## src/rtl/uart_pkg.sv

```systemverilog
// Shared types for the UART TX arbiter: FSM state enum and
// a counter-width helper ($clog2(x+1) bits hold 0..x).
package uart_pkg;

  typedef enum logic {
    ARB = 1'b0,
    OWN = 1'b1
  } arb_state_e;

  function automatic int cnt_w(input int x);
    return $clog2(x + 1);
  endfunction

endpackage

```

## src/rtl/rr_pick.sv

```systemverilog
// Combinational round-robin select: rotate req by ptr_i,
// find first set, un-rotate. Ports: req_i, ptr_i -> sel_o, any_o.
module rr_pick #(
  parameter int N  = 4,
  parameter int IW = $clog2(N)
) (
  input  logic [N-1:0]  req_i,
  input  logic [IW-1:0] ptr_i,
  output logic [IW-1:0] sel_o,
  output logic          any_o
);

  logic [N-1:0]  rot;
  logic [IW-1:0] off;

  function automatic logic [IW-1:0] wrap(
    input logic [IW-1:0] a,
    input int            b
  );
    int s;
    s = int'(a) + b;
    if (s >= N) s = s - N;
    return IW'(s);
  endfunction

  always_comb begin
    rot = '0;
    for (int i = 0; i < N; i++) begin
      rot[i] = req_i[wrap(ptr_i, i)];
    end
  end

  // Descending scan so the lowest rotated index wins.
  always_comb begin
    off = '0;
    for (int i = N - 1; i >= 0; i--) begin
      if (rot[i]) off = IW'(i);
    end
  end

  assign any_o = |rot;
  assign sel_o = wrap(ptr_i, int'(off));

endmodule

```

## src/rtl/uart_tx_arbiter.sv

```systemverilog
// Message-level round-robin arbiter sharing one UART TX FIFO write port.
// Ports: i_req/i_last/i_data per requester -> o_tx_*; o_ack, o_owner, o_busy, o_timeout.
module uart_tx_arbiter
  import uart_pkg::*;
#(
  parameter int NumReq      = 4,
  parameter int DataLength  = 8,
  parameter int MaxBurst    = 4,
  parameter int IdleTimeout = 16
) (
  input  logic                         i_clk,
  input  logic                         i_rst_n,
  input  logic [NumReq-1:0]            i_req,
  input  logic [NumReq-1:0]            i_last,
  input  logic [NumReq*DataLength-1:0] i_data,
  output logic [NumReq-1:0]            o_ack,
  output logic [DataLength-1:0]        o_tx_data,
  output logic                         o_tx_req,
  input  logic                         i_tx_rdy,
  output logic [$clog2(NumReq)-1:0]    o_owner,
  output logic                         o_busy,
  output logic                         o_timeout
);

  localparam int IW = $clog2(NumReq);
  localparam int BW = cnt_w(MaxBurst);
  localparam int TW = cnt_w(IdleTimeout);

  localparam logic [BW-1:0] BurstLast = BW'(MaxBurst - 1);
  localparam logic [TW-1:0] IdleLast  = TW'(IdleTimeout - 1);
  localparam logic [IW-1:0] OwnerMax  = IW'(NumReq - 1);

  arb_state_e    state_q, state_d;
  logic [IW-1:0] rr_q, rr_d;
  logic [IW-1:0] owner_q, owner_d;
  logic [BW-1:0] burst_q, burst_d;
  logic [TW-1:0] idle_q, idle_d;
  logic          tout_q, tout_d;

  logic [IW-1:0] sel;
  logic          any_req;
  logic          own_req;
  logic          own_last;
  logic          xfer;
  logic [IW-1:0] next_ptr;

  rr_pick #(
    .N  (NumReq),
    .IW (IW)
  ) u_pick (
    .req_i (i_req),
    .ptr_i (rr_q),
    .sel_o (sel),
    .any_o (any_req)
  );

  assign own_req  = i_req[owner_q];
  assign own_last = i_last[owner_q];
  assign xfer     = (state_q == OWN) & own_req & i_tx_rdy;
  assign next_ptr = (owner_q == OwnerMax) ? '0 : owner_q + 1'b1;

  always_ff @(posedge i_clk or negedge i_rst_n) begin
    if (!i_rst_n) begin
      state_q <= ARB;
      rr_q    <= '0;
      owner_q <= '0;
      burst_q <= '0;
      idle_q  <= '0;
      tout_q  <= 1'b0;
    end else begin
      state_q <= state_d;
      rr_q    <= rr_d;
      owner_q <= owner_d;
      burst_q <= burst_d;
      idle_q  <= idle_d;
      tout_q  <= tout_d;
    end
  end

  always_comb begin
    state_d = state_q;
    rr_d    = rr_q;
    owner_d = owner_q;
    burst_d = burst_q;
    idle_d  = idle_q;
    tout_d  = 1'b0;
    unique case (state_q)
      ARB: begin
        if (any_req) begin
          owner_d = sel;
          burst_d = '0;
          idle_d  = '0;
          state_d = OWN;
        end
      end
      OWN: begin
        // Backpressure (owner valid, FIFO full) falls to default: hold.
        unique case (1'b1)
          xfer: begin
            idle_d = '0;
            if (own_last || burst_q == BurstLast) begin
              state_d = ARB;
              rr_d    = next_ptr;
            end else begin
              burst_d = burst_q + 1'b1;
            end
          end
          !own_req: begin
            if (idle_q == IdleLast) begin
              state_d = ARB;
              rr_d    = next_ptr;
              tout_d  = 1'b1;
            end else begin
              idle_d = idle_q + 1'b1;
            end
          end
          default: ;
        endcase
      end
      default: ;
    endcase
  end

  always_comb begin
    o_tx_req  = 1'b0;
    o_ack     = '0;
    o_tx_data = '0;
    if (state_q == OWN) begin
      o_tx_data = i_data[owner_q*DataLength +: DataLength];
      o_tx_req  = xfer;
      if (xfer) o_ack[owner_q] = 1'b1;
    end
  end

  assign o_owner   = owner_q;
  assign o_busy    = (state_q == OWN);
  assign o_timeout = tout_q;

endmodule
```

## config.mk

```make
export PLATFORM = sky130hd
export DESIGN_NAME = uart_tx_arbiter
export DESIGN_NICKNAME = d
export VERILOG_FILES = /design/src/rtl/uart_pkg.sv /design/src/rtl/rr_pick.sv /design/src/rtl/uart_tx_arbiter.sv
export SDC_FILE = /design/constraint.sdc
export NUM_CORES = 1
export LEC_CHECK = 0
export CAP_MARGIN = 20
export CORE_MARGIN = 2
export CORE_UTILIZATION = 37
export DETAILED_ROUTE_END_ITERATION = 10
export PLACE_DENSITY_LB_ADDON = 0.25
export SETUP_SLACK_MARGIN = 0.15
export SYNTH_ARGS = -nofsm -noshare
export SYNTH_HDL_FRONTEND = slang
export SYNTH_HIERARCHICAL = 1
export SYNTH_SLANG_ARGS = --single-unit
```

## constraint.sdc

```tcl
create_clock -name i_clk -period 1.7 [get_ports i_clk]
set_clock_uncertainty 0.05 [all_clocks]
set_input_delay 0.34 -clock i_clk [delete_from_list [all_inputs] [get_ports i_clk]]
set_output_delay 0.34 -clock i_clk [all_outputs]
set_load 0.01 [all_outputs]
```

==> results.md, run 1 <==
* Outcome: finished, violations left
* Failing checks: setup timing
* RSZ-0062 raised after global routing: yes
* Worst vdd ir at 812 uV
* Reg power frac at 16.1%
* Drt pass-1 iters at 4
* Combinational power share at 76.7%
* Sw Ratio at 39.0%
* Worst Path Required at 1.86 ns
* # rows at 21
* Top_reg_cell synth: dfrtp_1
* Clock Sinks at 14
* CTS tree: yes
* Final worst path period share at 127%
* Worst-path clk slew at 0.10 ns
* Slew margin rel. at 77.3%
* Final hold violation count at 0
* 1st-iter DRT viols at 51
* Grt total ovfl at 0
* Vias in the first global route at 1401
* Worst Path Arrival at 2.31 ns
* Final non-filler cell total at 277
* Routed wire length at 4.74 mm
* Drt via density at 5.26
* Mapped Nets at 184
* Clock root buffer: clkbuf_4
* Worst Slack Setup Final at -0.456 ns
* Buffers on Ports at 59
* Ports at 60
* Clk pwr share at 7.1%
* Max Cap Viol at 0
* Wire length per cell at 17.1 um
* Placer Congestion at 0.776
* Cell Pwr Density at 1460 nW/um2
* Placed cells at 253
* CP endpoint kind: register
* Achievable Freq at 0.464 GHz
* Layout Nets at 284
* First-pass GRT wire length at 7.04 mm
* Synth Cell Area at 1280 um2
* Synth Area per Inst at 9.70 um2
* Synth warn at 6
* Number of H-tree levels at 1
* Crit path max fanout at 6
* FFs w/ async S/R, synth at 100%
* Setup TNS at -7.94 ns
* Core area at 3340 um2
* Layout cell share with drive strength beyond 1 at 49.8%
* Worst-margin pin slew at 0.341 ns
* Final min period at 2.16 ns
* Die Height at 62.8 um
* Synth Register Bits at 14
* Reg2Reg Depth at 7
* Cts bufs inserted at 3
* Antenna-violating nets left at 0
* Die X-Extent at 62.8 um
* DRC violations left at 0
* Pin count of the biggest net entering global routing at 16
* Via count at 1458
* Seq/Total Area, Yosys at 27.4%
* Antenna cells at 0
* Final hold slack at 0.280 ns
* HPWL Detailed at 2.89 mm
* Switching power at 1.46 mW
* Area Growth Syn to Fin at 101%
* Final core occ at 76.9%
* FILL cells at 231
* Synth cell types at 37
* Pins over their slew limit at 0
* Number of flops mapped to enable cells by yosys at 0
* CTS Hold Buffers Added at 0
* Max Root-Sink Buffers at 2
* Startpoint Class: register
* Initial antenna violation count at 0
* Total GRT Usage at 23.1%
* Initial Util at 38.4%
* Worst skew pair latency at 0.31 ns
* Leak at 1.14 nW
* Final setup fails at 25
* Critical path type: register to register
* Pint at 2.29 mW
* Mapped Cells at 132
* Die Area at 3950 um2
* Worst min-delay path class: input port to asynchronous set/reset pin
registers in the layout, summed over array words and instances (netlist names):
signal / count
idle_q: 5
burst_q: 3
o_owner: 2
rr_q: 2
o_busy: 1
o_timeout: 1
routing by layer:
layer | share of wire [%] | track usage [%] | up-vias
met2 | 50 | 40.1 | 72
met1 | 39 | 27.1 | 696
met5 | 0 | 0 | -
li1 | - | - | 676
met3 | 6.5 | 6.13 | 14
met4 | 3.7 | 9.17 | 0
synthesized netlist by cell type (all sizes together), types with 2 or more instances:
cell	number	area share (%)
and3	5	2.4
xnor2	2	1.4
inv	7	2.1
nor2b	5	2.4
o21ai	7	2.7
nand2	16	4.7
mux2	3	2.9
ha	9	8.8
nor3	2	1.2
a21oi	2	0.78
nor2	8	2.3
mux2i	7	5.5
buf	4	2.0
o31ai	2	1.6
dfrtp	14	27
o22ai	3	1.5
and2	10	4.9
nand2b	4	2.0
mux4	9	16
cell type report:
type	instances	area, um2	share of cell area, %
timing repair buffer	100	993	38.7
tap	46	57.6	2.24
multi-input combinational	106	1080	42.3
clock buffer	4	36.3	1.41
inverter	7	38.8	1.51
sequential	14	357	13.9
power by group through the flow:
stage / logic, mW / registers, mW / clock network (mW)
3_3_place_gp: 1.91 / 0.612 / 0
2_1_floorplan: 1.25 / 0.589 / 0
5_1_grt: 3.06 / 0.623 / 0.295
3_5_place_dp: 1.96 / 0.625 / 0
6_report: 2.88 / 0.605 / 0.267
4_1_cts: 2.34 / 0.571 / 0.260
timing repair:
action / CTS / global route
buffers inserted: 11 / 9
endpoints found under the setup margin: 31 / 30
resized for setup: 106 / 42
pin swaps: 24 / 15
endpoints found under the hold margin: 0 / 0
per-stage QoR:
step | worst slack (ns) | power [mW] | area [um2]
3_3_place_gp | -0.653 | 2.52 | 2090
4_1_cts | -0.362 | 3.17 | 2320
6_report | -0.456 | 3.75 | 2570
2_1_floorplan | -0.0461 | 1.84 | 1340
3_5_place_dp | -0.686 | 2.59 | 2090
5_1_grt | -0.485 | 3.98 | 2570
logic make-up (layout without fill, tap and decap cells):
kind of cell,count (synthesis),after routing,share of synthesized area (%)
buf+inv,12,111,4.30
simple gates,55,55,23.0
mux,19,19,24.2
xor+xnor,2,2,1.37
flops,14,14,27.4
fa+ha+maj,9,9,8.80
compound gates,21,21,10.9
cell usage in the layout (no fill, tap or decap), drive strengths merged, types with 2 or more instances in the layout:
cell type      instances
nor2                   8
o21ai                  7
a21oi                  2
clkdlybuf4s50         38
nor2b                  5
nand2b                 4
and3                   5
inv                    6
o31ai                  2
xnor2                  2
dfrtp                 14
buf                   56
nor3                   2
o22ai                  3
mux4                   9
ha                     9
mux2i                  7
nand2                 16
dlygate4sd2            4
mux2                   3
and2                  10
clkbuf                 5
worst paths after layout:
path | endpoint | slack [ns] | start
max in group asynchronous | o_owner[0] | 1.13 | i_rst_n
worst max register to register | rr_q[1] | -0.46 | o_owner[0]
min in group i_clk | burst_q[2] | 0.48 | burst_q[2]
worst min register to register | burst_q[2] | 0.48 | burst_q[2]
worst max-delay path | rr_q[1] | -0.46 | o_owner[0]
worst min-delay path | idle_q[3] | 0.28 | i_rst_n
critical path, cell delays in order, from the launching register on:
cell and delay, ns:
dfrtp_4 0.52, buf_8 0.15, buf_6 0.12, mux4_2 0.51, buf_4 0.18, nor2_4 0.12, o21ai_2 0.08, mux2_4 0.31
Power figures use the tool's default switching activity.
==> run 2: changes to the inputs <==
--- a/config.mk
+++ b/config.mk
@@ -5,7 +5,7 @@
 export SDC_FILE = /design/constraint.sdc
 export NUM_CORES = 1
 export LEC_CHECK = 0
-export CAP_MARGIN = 20
+export CORE_ASPECT_RATIO = 0.5
 export CORE_MARGIN = 2
 export CORE_UTILIZATION = 37
 export DETAILED_ROUTE_END_ITERATION = 10
==> run 2 against run 1 <==
  * The flow still finishes with violations (setup timing)
  * Critical path depth shrank 2
  * Total power decreased by 1.7%
  * Largest power group unchanged
  * Non-clock buffer count down 8
  * Via count shrank 4.6%
  * Worst hold slack better by 0.074 ns
  * Clock power increased by 23%
  * Worst setup slack better by 0.19 ns
  * Combinational power shrank 5%
==> results.md, run 2 (synthesized netlist as in run 1, its figures left out) <==
* Worst Slack Setup Final at -0.265 ns (+0.191 ns)
* Wire length per cell at 16.0 um (-6.5%)
* Core area at 3380 um2 (+1.2%)
* Initial antenna violation count at 0 (unchanged)
* Placer Congestion at 0.819 (+5.5%)
* Worst-path clk slew at 0.06 ns (-0.04 ns)
* Max Root-Sink Buffers at 2 (unchanged)
* Grt total ovfl at 0 (unchanged)
* Layout Nets at 276 (-2.8%)
* Antenna-violating nets left at 0 (unchanged)
* Drt via density at 5.25 (-0.28%)
* Achievable Freq at 0.509 GHz (+9.7%)
* Via count at 1391 (-4.6%)
* Failing checks: setup timing
* Max FFs per register at 5 (unchanged)
* Worst Path Required at 1.31 ns (-0.55 ns)
* Ports at 60 (unchanged)
* Die Area at 3970 um2 (+0.73%)
* Slew margin rel. at 79.2% (+1.9 points)
* Clock root buffer: clkbuf_8
* Most frequent cells in the layout: 38 x clkdlybuf4s50_1, 25 x buf_6, 19 x buf_4, 16 x nand2_1, 11 x dfrtp_1
* Final hold slack at 0.353 ns (+0.0736 ns)
* Total GRT Usage at 20.3% (-2.8 points)
* Worst-margin pin slew at 0.312 ns (-0.0292 ns)
* Cts bufs inserted at 3 (unchanged)
* RSZ-0062 raised after global routing: yes
* Most common cell after layout, fill and taps aside: clkdlybuf4s50_1
* Routed wire length at 4.25 mm (-11%)
* Area Growth Syn to Fin at 96.3%
* Pin count of the biggest net entering global routing at 16 (unchanged)
* Final instance area at 2510 um2 (-2.1%)
* Outcome: finished, violations left
* Final worst path period share at 116% (-11 points)
* Die Height at 45.6 um (-27%)
* Pins over their slew limit at 0 (unchanged)
* Worst vdd ir at 665 uV (-18%)
* Worst skew pair latency at 0.25 ns (-0.06 ns)
* First-pass GRT wire length at 6.15 mm (-13%)
* Number of H-tree levels at 1 (unchanged)
* Critical path type: register to output pin
* Leak at 1.11 nW (-3.0%)
* Layout cell share with drive strength beyond 1 at 47.5% (-2.2 points)
* Final core occ at 74.4% (-2.6 points)
* CP endpoint kind: output pin
* Vias in the first global route at 1363 (-2.7%)
* # rows at 15 (-29%)
* FILL cells at 232 (+0.43%)
* Antenna cells at 0 (unchanged)
* Reg with most FFs: idle_q
* Top Registers: idle_q: 5 flops, burst_q: 3 flops
* Clock Sinks at 14 (unchanged)
* Crit path max fanout at 3 (-3)
* DRC violations left at 0 (unchanged)
* Final setup fails at 23 (-8.0%)
* Initial Util at 37.9% (-0.47 points)
* 1st-iter DRT viols at 62 (+22%)
* Reg2Reg Depth at 8 (+1)
* Startpoint Class: register
* Cell area after placement at 2110 um2 (+0.72%)
* Die X-Extent at 87.2 um (+39%)
* HPWL Detailed at 2.79 mm (-3.3%)
* Cell Pwr Density at 1470 nW/um2 (+0.41%)
* Final min period at 1.97 ns (-0.191 ns)
* Buffers on Ports at 59 (unchanged)
* Drt pass-1 iters at 4 (unchanged)
* CTS tree: yes
* Worst Path Arrival at 1.58 ns (-0.73 ns)
* Worst min-delay path class: input port to asynchronous set/reset pin
* Power Total at 3.68 mW (-1.7%)
* Final hold violation count at 0 (unchanged)
* Placed cells at 250 (-1.2%)
* Max Cap Viol at 0 (unchanged)
* Final non-filler cell total at 265 (-4.3%)
## run 2: cell count changes in the layout (fill, tap and decap cells not counted), moves of 3 or more
cell / change
buf_2: -3
buf_6: -3
clkbuf_4: -3
clkbuf_8: +3
## run 2: metrics by stage
stage	worst slack (ns)	setup TNS (ns)
4_1_cts	-0.260	-4.17
3_3_place_gp	-0.684	-12.50
2_1_floorplan	-0.0461	-0.107
5_1_grt	-0.300	-6.27
3_5_place_dp	-0.680	-12.78
6_report	-0.265	-4.89
## run 2: cell type report
| cell class | count | area [um2] | area share, % |
|---|---|---|---|
| Multi-Input combinational cell | 106 | 1100 | 43.9 |
| Timing Repair Buffer | 92 | 922 | 36.7 |
| Sequential cell | 14 | 354 | 14.1 |
| Clock buffer | 4 | 55.1 | 2.19 |
| Tap cell | 42 | 52.6 | 2.09 |
| Inverter | 7 | 26.3 | 1.05 |
## run 2: per-layer routing
layer	GRT usage [%]	wire, um	vias up	share of wire (%)
met5	0	0	-	0
met4	7.08	92	0	2.2
met3	4.71	210	10	4.9
met2	38.5	2240	37	53
met1	23.2	1710	683	40
li1	-	-	661	-
## run 2: what timing repair did
action                                  in CTS  in global routing
resized for setup                          114                 21
pin swaps                                   16                  5
setup buffers                                7                  4
hold buffers                                 0                  0
endpoints found under the setup margin      30                 29
## run 2: power breakdown
part,internal [mW],switching [mW]
logic,1.64,1.11
registers,0.456,0.151
clock network,0.205,0.122
total,2.30,1.38
## run 2: worst paths after layout
check                            from          to  slack, ns
setup / recovery           o_owner[1]    o_ack[3]      -0.27
hold / removal                i_rst_n   o_timeout       0.35
setup reg to reg           o_owner[1]     rr_q[1]      -0.26
hold reg to reg             idle_q[4]   idle_q[4]       0.48
max in group asynchronous     i_rst_n  o_owner[0]       1.06
min in group i_clk          idle_q[4]   idle_q[4]       0.48
## run 2: worst max-delay path, stage by stage (launching register included)
cell	delay, ns
dfrtp_2	0.47
mux2i_4	0.22
o22ai_4	0.20
buf_6	0.15
and3_4	0.19
buf_6	0.10
